===== config.mk =====
export PLATFORM = sky130hd
export DESIGN_NAME = rv_mc_sequencer
export DESIGN_NICKNAME = d
export VERILOG_FILES = /design/src/rtl/rv_mc_sequencer.sv
export SDC_FILE = /design/constraint.sdc
export NUM_CORES = 1
export LEC_CHECK = 0
export CAP_MARGIN = 15
export CORE_ASPECT_RATIO = 1.5
export CORE_MARGIN = 2
export CORE_UTILIZATION = 39
export CTS_BUF_LIST = sky130_fd_sc_hd__clkbuf_4
export DETAILED_ROUTE_END_ITERATION = 16
export PLACE_DENSITY = 0.63
export SYNTH_ARGS = -nofsm -noshare
export SYNTH_HDL_FRONTEND = slang
export SYNTH_SLANG_ARGS = --single-unit
export TNS_END_PERCENT = 5

===== constraint.sdc =====
create_clock -name clk -period 2.25 [get_ports clk]
set_clock_uncertainty 0.05 [all_clocks]
set_input_delay 0.45 -clock clk [delete_from_list [all_inputs] [get_ports clk]]
set_output_delay 0.45 -clock clk [all_outputs]
set_load 0.03 [all_outputs]

===== src/rtl/rv_mc_sequencer.sv =====
// Multi-cycle control sequencer for the RV32I core: steps the shared datapath through
// FETCH/DECODE/EXEC/MEM/WB, owns the memory handshake and watchdog, and counts retirements.
module rv_mc_sequencer #(
  parameter int CNT_W   = 32,
  parameter int TIMEOUT = 64
) (
  input  logic             clk,
  input  logic             rst,
  input  logic             run,
  input  logic [6:0]       opcode,
  input  logic             branch_cond,
  input  logic             mem_ready,
  output logic             mem_req,
  output logic             mem_we,
  output logic             ir_write,
  output logic             pc_write,
  output logic [1:0]       pc_src,
  output logic             reg_write,
  output logic             wb_sel,
  output logic             trap,
  output logic [1:0]       trap_cause,
  output logic [CNT_W-1:0] retired,
  output logic [2:0]       state
);

  // Handshake: a memory transfer completes in any cycle where mem_req and mem_ready
  // are both high; mem_req stays high until then and drops the cycle after.
  typedef enum logic [2:0] {
    S_IDLE   = 3'd0,
    S_FETCH  = 3'd1,
    S_DECODE = 3'd2,
    S_EXEC   = 3'd3,
    S_MEM    = 3'd4,
    S_WB     = 3'd5,
    S_TRAP   = 3'd6
  } state_t;

  typedef enum logic [3:0] {
    C_R, C_IALU, C_LOAD, C_STORE, C_BRANCH, C_JAL, C_JALR, C_LUI, C_AUIPC, C_ILL
  } cls_t;

  localparam int TO_W = $clog2(TIMEOUT + 1);
  localparam logic [TO_W-1:0] TO_LAST = TO_W'(TIMEOUT - 1);

  state_t          state_q;
  cls_t            cls_q;
  cls_t            dec_cls;
  logic [TO_W-1:0] to_cnt;
  logic            trap_q;
  logic [1:0]      cause_q;
  logic [CNT_W-1:0] retired_q;
  logic            handshake;
  logic            waiting;
  logic            timeout_hit;
  logic            retire_now;

  always_comb begin
    dec_cls = C_ILL;
    if (opcode[1:0] == 2'b11) begin
      case (opcode[6:2])
        5'b01100: dec_cls = C_R;
        5'b00100: dec_cls = C_IALU;
        5'b00000: dec_cls = C_LOAD;
        5'b01000: dec_cls = C_STORE;
        5'b11000: dec_cls = C_BRANCH;
        5'b11011: dec_cls = C_JAL;
        5'b11001: dec_cls = C_JALR;
        5'b01101: dec_cls = C_LUI;
        5'b00101: dec_cls = C_AUIPC;
        default:  dec_cls = C_ILL;
      endcase
    end
  end

  // Strobes that depend on mem_ready or branch_cond must act in the same cycle.
  always_comb begin
    mem_req   = 1'b0;
    mem_we    = 1'b0;
    ir_write  = 1'b0;
    pc_write  = 1'b0;
    pc_src    = 2'b00;
    reg_write = 1'b0;
    wb_sel    = 1'b0;
    case (state_q)
      S_FETCH: begin
        mem_req  = 1'b1;
        ir_write = mem_ready;
      end
      S_EXEC: begin
        if (cls_q == C_BRANCH) begin
          pc_write = 1'b1;
          pc_src   = branch_cond ? 2'b01 : 2'b00;
        end
      end
      S_MEM: begin
        mem_req = 1'b1;
        mem_we  = (cls_q == C_STORE);
        if (cls_q == C_STORE && mem_ready) pc_write = 1'b1;
      end
      S_WB: begin
        reg_write = 1'b1;
        wb_sel    = (cls_q == C_LOAD);
        pc_write  = 1'b1;
        if (cls_q == C_JAL)       pc_src = 2'b01;
        else if (cls_q == C_JALR) pc_src = 2'b10;
      end
      default: ;
    endcase
  end

  assign handshake   = mem_req && mem_ready;
  assign waiting     = mem_req && !mem_ready;
  assign timeout_hit = waiting && (to_cnt == TO_LAST);
  assign retire_now  = (state_q == S_EXEC && cls_q == C_BRANCH) ||
                       (state_q == S_MEM && cls_q == C_STORE && mem_ready) ||
                       (state_q == S_WB);

  always_ff @(posedge clk or posedge rst) begin
    if (rst) begin
      state_q   <= S_IDLE;
      cls_q     <= C_ILL;
      to_cnt    <= '0;
      trap_q    <= 1'b0;
      cause_q   <= 2'b00;
      retired_q <= '0;
    end else begin
      if (handshake)    to_cnt <= '0;
      else if (waiting) to_cnt <= to_cnt + TO_W'(1);
      if (retire_now)   retired_q <= retired_q + CNT_W'(1);
      case (state_q)
        S_IDLE: if (run) state_q <= S_FETCH;
        S_FETCH: begin
          if (mem_ready) state_q <= S_DECODE;
          else if (timeout_hit) begin
            state_q <= S_TRAP;
            trap_q  <= 1'b1;
            cause_q <= 2'b10;
          end
        end
        S_DECODE: begin
          cls_q <= dec_cls;
          if (dec_cls == C_ILL) begin
            state_q <= S_TRAP;
            trap_q  <= 1'b1;
            cause_q <= 2'b01;
          end else begin
            state_q <= S_EXEC;
          end
        end
        S_EXEC: begin
          if (cls_q == C_BRANCH)                      state_q <= run ? S_FETCH : S_IDLE;
          else if (cls_q == C_LOAD || cls_q == C_STORE) state_q <= S_MEM;
          else                                         state_q <= S_WB;
        end
        S_MEM: begin
          if (mem_ready) begin
            if (cls_q == C_STORE) state_q <= run ? S_FETCH : S_IDLE;
            else                  state_q <= S_WB;
          end else if (timeout_hit) begin
            state_q <= S_TRAP;
            trap_q  <= 1'b1;
            cause_q <= 2'b10;
          end
        end
        S_WB:    state_q <= run ? S_FETCH : S_IDLE;
        S_TRAP:  state_q <= S_TRAP;
        default: state_q <= S_IDLE;
      endcase
    end
  end

  assign trap       = trap_q;
  assign trap_cause = cause_q;
  assign retired    = retired_q;
  assign state      = state_q;

endmodule


==> flow_metrics.tcl, run 1 <==
set metrics [dict create \
    finalCritPeriodShare 0.987 \
    grt_first_pass_wirelength_um 9380 \
    hp-class "input port to asynchronous set/reset pin" \
    p_total_w 0.00313 \
    netlist_area_sq_um 2560 \
    worstMarginPinSlew_ns 0.485 \
    dpl.hpwl_um 4140 \
    max_slew_margin 0.674 \
    grt_max_degree 50 \
    layout_commonest_cell "clkdlybuf4s50_1" \
    vias 2187 \
    synth-seq-cells 49 \
    synth.top_cell.area_share 0.460 \
    synth_top_family_by_area "simple AND/OR/NAND/NOR gates" \
    synthSimpleGateAreaFrac 0.261 \
    startpoint_type "flip-flop" \
    yosysTopAreaCell "dfrtp_1" \
    start_util 0.397 \
    die_w_um 70.1 \
    drc 0 \
    instances_no_fill 413 \
    placed_cells 394 \
    fmax_ghz 0.450 \
    grt_pass1_vias 2010 \
    drive_gt1_frac 0.187 \
    core.rowCount 36 \
    async_flop_share 1.00 \
    syn_area_per_cell_sq_um 9.91 \
    r2r-start "cls_q[2]$_DFFE_PP0N_" \
    reg2reg_slack_ns 0.24 \
    drt-pass1-iter-count 4 \
    vias_per_cell 5.30 \
    die_h_um 103 \
    worstSetupEndpointType "output port" \
    mostFrequentLayoutCells "clkdlybuf4s50_1 (49), dfrtp_1 (44), nand2_1 (26), buf_4 (26), xnor2_1 (24)" \
    rsz0062_at_grt "yes" \
    grtUsageTotal 0.159 \
    synth_ff_type "dfrtp_1" \
    synthAdderAreaFrac 0.00978 \
    cts_buffers 5 \
    setup_viol 0 \
    cp_max_fo 4 \
    outcome "finished, final reports clean" \
    gp_congestion 0.756 \
    ir_worst_vdd_v 0.000500 \
    synth-compound-area-share 0.104 \
    period_needed_ns 2.22 \
    drtAntennaViolNets 0 \
    wirelength_um 5780 \
    synth_edf_count 0 \
    drv_slew 0 \
    grt-ovfl-total 0 \
    syn2layout_area_growth_pct 37.8 \
    path_class "flip-flop to output port" \
    io_buffer_count 57 \
    seq_area_frac_synth 0.480 \
    fin_util 0.547 \
    hold_ws_ns 0.358 \
    power_density_nw_per_um2 888 \
    numClockSinks 49 \
    synth_nets 272 \
    htree_levels 2 \
    antenna_found_initial 0 \
    clk_path_buf_depth 2 \
    cp-startpoint "state[1]$_DFFE_PP0P_" \
    synth.distinct_cells 47 \
    core_sq_um 6440 \
    die_area_sq_um 7230 \
    clkLatencyLatePin_ns 0.36 \
    num_antenna_cells 0 \
    drtIter0Drc 111 \
    wl_per_cell_um 14.0 \
    synth_area_leaders "dfrtp_1 (46%), xnor2_1 (8.2%), nand2_1 (4.3%)" \
    cellLeakagePower_nw 1.52 \
    cts_tree "built" \
    synthMuxAreaShare 0.00440 \
    root_buffer "clkbuf_4" \
    fill_cells 618 \
    synth_xor_xnor_area_share 0.113 \
    finalHoldViolCount 0 \
    ios 58 \
    cts.clk_slew.worst_paths_ns 0.15 \
    nNetsFinal 350 \
    critPathRequiredTime_ns 1.75 \
    synth_cells 258 \
    synth_warnings 0 \
    drv_cap 0 \
    arrival_ns 1.72 \
]
-- where the power goes --
group | switching, W | internal [W] | total (W)
Sequential | 0.000216 | 0.00104 | 0.00125
Combinational | 0.000730 | 0.000632 | 0.00136
Clock | 0.000288 | 0.000231 | 0.000518
Total | 0.00123 | 0.00190 | 0.00313
-- what timing repair did --
action / 4_1_cts / 5_1_grt
endpoints found under the setup margin: 5 / 5
buffers inserted: 0 / 11
resized for setup: 4 / 17
hold buffers: 0 / 0
pin swaps: 0 / 4
-- cell families after synthesis --
family                   after synthesis
multiplexers                           1
AND/OR/NAND/NOR                      118
adder cells (fa/ha/maj)                2
AO/OA/AOI/OAI                         41
XOR/XNOR                              33
buffers and inverters                 14
flip-flops                            49
-- Yosys cell counts (2+ instances only) --
cell type	count
nor2_1	14
nor3b_1	2
xnor2_1	24
nor3_1	10
inv_1	5
ha_1	2
a21oi_1	7
a31oi_1	4
nand2b_1	7
buf_2	2
o31ai_1	4
nand3b_1	4
or3b_2	2
a21o_1	3
dfrtp_1	47
and3_1	9
nand3_1	15
o21ai_0	13
nand4_1	11
dfstp_2	2
nor2b_1	2
nand2_1	29
buf_4	2
xor2_1	9
and4_1	4
clkbuf_1	4
-- worst max-delay path: stages, from the launching register on --
cell       delay, ns
dfrtp_1         0.43
and2b_2         0.28
nand2_2         0.10
a2111oi_4       0.34
buf_4           0.21
-- path summary, 6_finish.rpt --
check	endpoint	cells past startpoint
max	pc_src[0]	4
min	retired[14]$_DFFE_PP0P_	3
max reg2reg	retired[24]$_DFFE_PP0P_	7
min reg2reg	to_cnt[5]$_DFFE_PP0P_	1
max in group asynchronous	cls_q[3]$_DFFE_PP1N_	3
min in group clk	to_cnt[5]$_DFFE_PP0P_	1
-- state kept, by name, indices dropped and copies added (netlist names) --
name,cells
retired,32
to_cnt,7
cls_q,4
state,3
trap_cause,2
trap,1
-- metal layers --
| layer | vias up | share of wire | GRT usage |
|---|---|---|---|
| li1 | 1069 | - | - |
| met1 | 1053 | 0.41 | 0.184 |
| met2 | 55 | 0.54 | 0.305 |
| met3 | 10 | 0.038 | 0.0281 |
| met4 | 0 | 0.017 | 0.0414 |
| met5 | - | 0 | 0 |
-- stage by stage --
step                setup TNS [ns]  area, sq um  setup WS, ns
floorplan                        0         2580       0.00542
global placement                 0         3290        0.0740
detailed placement               0         3290        0.0780
CTS                         -0.256         3380        -0.115
global route                -0.117         3520       -0.0682
finish                           0         3520        0.0301
-- final cells by class --
cell class              instances  area, sq um  area share
well taps                      76         95.1      0.0270
clock buffers                   5         37.5      0.0106
flip-flops and latches         49         1230       0.350
multi-input cells             195         1340       0.381
clock inverters                 3         41.3      0.0117
repair buffers                 80          758       0.215
inverters                       5         18.8     0.00532
(Power assumes the default switching activity.)
==> run 2, diff against run 1 <==
CAP_MARGIN = 20   (was 15)
SKIP_CTS_REPAIR_TIMING = 1   (was default)
==> run 2 against run 1 <==
The run now ends with negative setup slack left. Count of clock-buffer cells in the layout did not move. Highest routed layer unchanged. Worst setup slack worse by 0.11 ns. Flip-flop and latch count is the same. Non-clock buffer count decreased by 11. Utilization down 2.1 points. Largest power group is now registers. Fmax down 4.6%. Routed wire length down 3.7%. Critical endpoint is now pc_write. Clock power hardly changed. Critical path depth up 2.
==> flow_metrics.tcl, run 2 (synthesis results as in run 1) <==
set metrics [dict create \
    outcome "finished with violations" \
    place_area_sq_um 3290 \
    drive_gt1_frac 0.138 \
    core.rowCount 36 \
    grtUsageTotal 0.159 \
    mostFrequentLayoutCells "clkdlybuf4s50_1 (49), dfrtp_1 (45), nand2_1 (29)" \
    arrival_ns 1.83 \
    cp-startpoint "state[1]$_DFFE_PP0P_" \
    worstSetupEndpointType "output port" \
    wl_per_cell_um 13.9 \
    dpl.hpwl_um 4140 \
    fill_cells 638 \
    ir_worst_vdd_v 0.000505 \
    grt_pass1_vias 2022 \
    startpoint_type "flip-flop" \
    r2r-start "retired[3]$_DFFE_PP0P_" \
    fmax_ghz 0.430 \
    path_class "flip-flop to output port" \
    num_antenna_cells 0 \
    clk_path_buf_depth 2 \
    vias 2139 \
    die_h_um 103 \
    hold_ws_ns 0.370 \
    ios 58 \
    drv_cap 0 \
    critPathRequiredTime_ns 1.75 \
    nNetsFinal 339 \
    cp_max_fo 11 \
    hp-class "input port to asynchronous set/reset pin" \
    max_slew_margin 0.671 \
    violations "negative setup slack" \
    drv_slew 0 \
    io_buffer_count 57 \
    vias_per_cell 5.32 \
    cts.clk_slew.worst_paths_ns 0.15 \
    period_needed_ns 2.33 \
    grt_first_pass_wirelength_um 9380 \
    drc 0 \
    worstMarginPinSlew_ns 0.489 \
    antenna_found_initial 0 \
    setup_viol 2 \
    die_w_um 70.1 \
    clkLatencyLatePin_ns 0.36 \
    start_util 0.397 \
    finalHoldViolCount 0 \
    drtAntennaViolNets 0 \
    largest_reg_flops 32 \
    fin_ws_ns -0.0767 \
    die_area_sq_um 7230 \
    cellLeakagePower_nw 1.48 \
    htree_levels 2 \
    cts_tree "built" \
    root_buffer "clkbuf_4" \
    syn2layout_area_growth_pct 32.6 \
    rsz0062_at_grt "yes" \
    gp_congestion 0.756 \
    grt_max_degree 50 \
    finalCritPeriodShare 1.03 \
    grt-ovfl-total 0 \
    stdcell_area_sq_um 3390 \
    power_density_nw_per_um2 861 \
    drtIter0Drc 110 \
    drt-pass1-iter-count 4 \
    core_sq_um 6440 \
    cts_buffers 5 \
    pre_cts_ws_ns 0.0780 \
    wirelength_um 5570 \
    numClockSinks 49 \
    layout_commonest_cell "clkdlybuf4s50_1" \
    setup-tns-final_ns -0.144 \
]
## run 2: critical path: stages (launching register included)
cell,delay [ns]
dfrtp_1,0.41
buf_4,0.17
nor2b_1,0.15
buf_4,0.15
a31oi_2,0.25
nand2_1,0.15
buf_4,0.19
## run 2: layout make-up
type                       count  area [sq um]  area share
tap                           76          95.1      0.0280
timing repair buffer          69           671       0.198
sequential                    49          1230       0.363
inverter                       5          18.8     0.00554
multi-input combinational    195          1300       0.382
clock buffer                   5          37.5      0.0111
clock inverter                 3          41.3      0.0122
## run 2: final timing paths
check                                               end  slack [ns]  depth (start not counted)
worst max-delay path                           pc_write       -0.08                          6
worst min-delay path            retired[14]$_DFFE_PP0P_        0.37                          3
worst max register to register  retired[31]$_DFFE_PP0P_        0.24                          5
worst min register to register    to_cnt[5]$_DFFE_PP0P_        0.44                          1
max in group asynchronous          cls_q[3]$_DFFE_PP1N_        1.50                          3
min in group clk                  to_cnt[5]$_DFFE_PP0P_        0.44                          1
## run 2: where the power goes
part,total (W),leakage [nW],switching (W),internal (W)
clock network,0.000516,0.0389,0.000285,0.000231
registers,0.00123,0.643,0.000200,0.00103
logic,0.00117,0.797,0.000665,0.000504
## run 2: metrics by stage
step	power [W]	std cells	util
after CTS	0.00294	402	0.523
after global routing	0.00313	402	0.526
after detailed placement	0.00241	394	0.510
after floorplan	0.00197	258	-
final	0.00292	402	0.526
after global placement	0.00240	394	0.510
## run 2: routing by layer
| metal | vias up | GRT usage | wire length [um] |
|---|---|---|---|
| met5 | - | 0 | 0 |
| met4 | 0 | 0.0459 | 48 |
| met3 | 5 | 0.0281 | 206 |
| met2 | 50 | 0.303 | 3070 |
| met1 | 1036 | 0.183 | 2250 |
| li1 | 1048 | - | - |
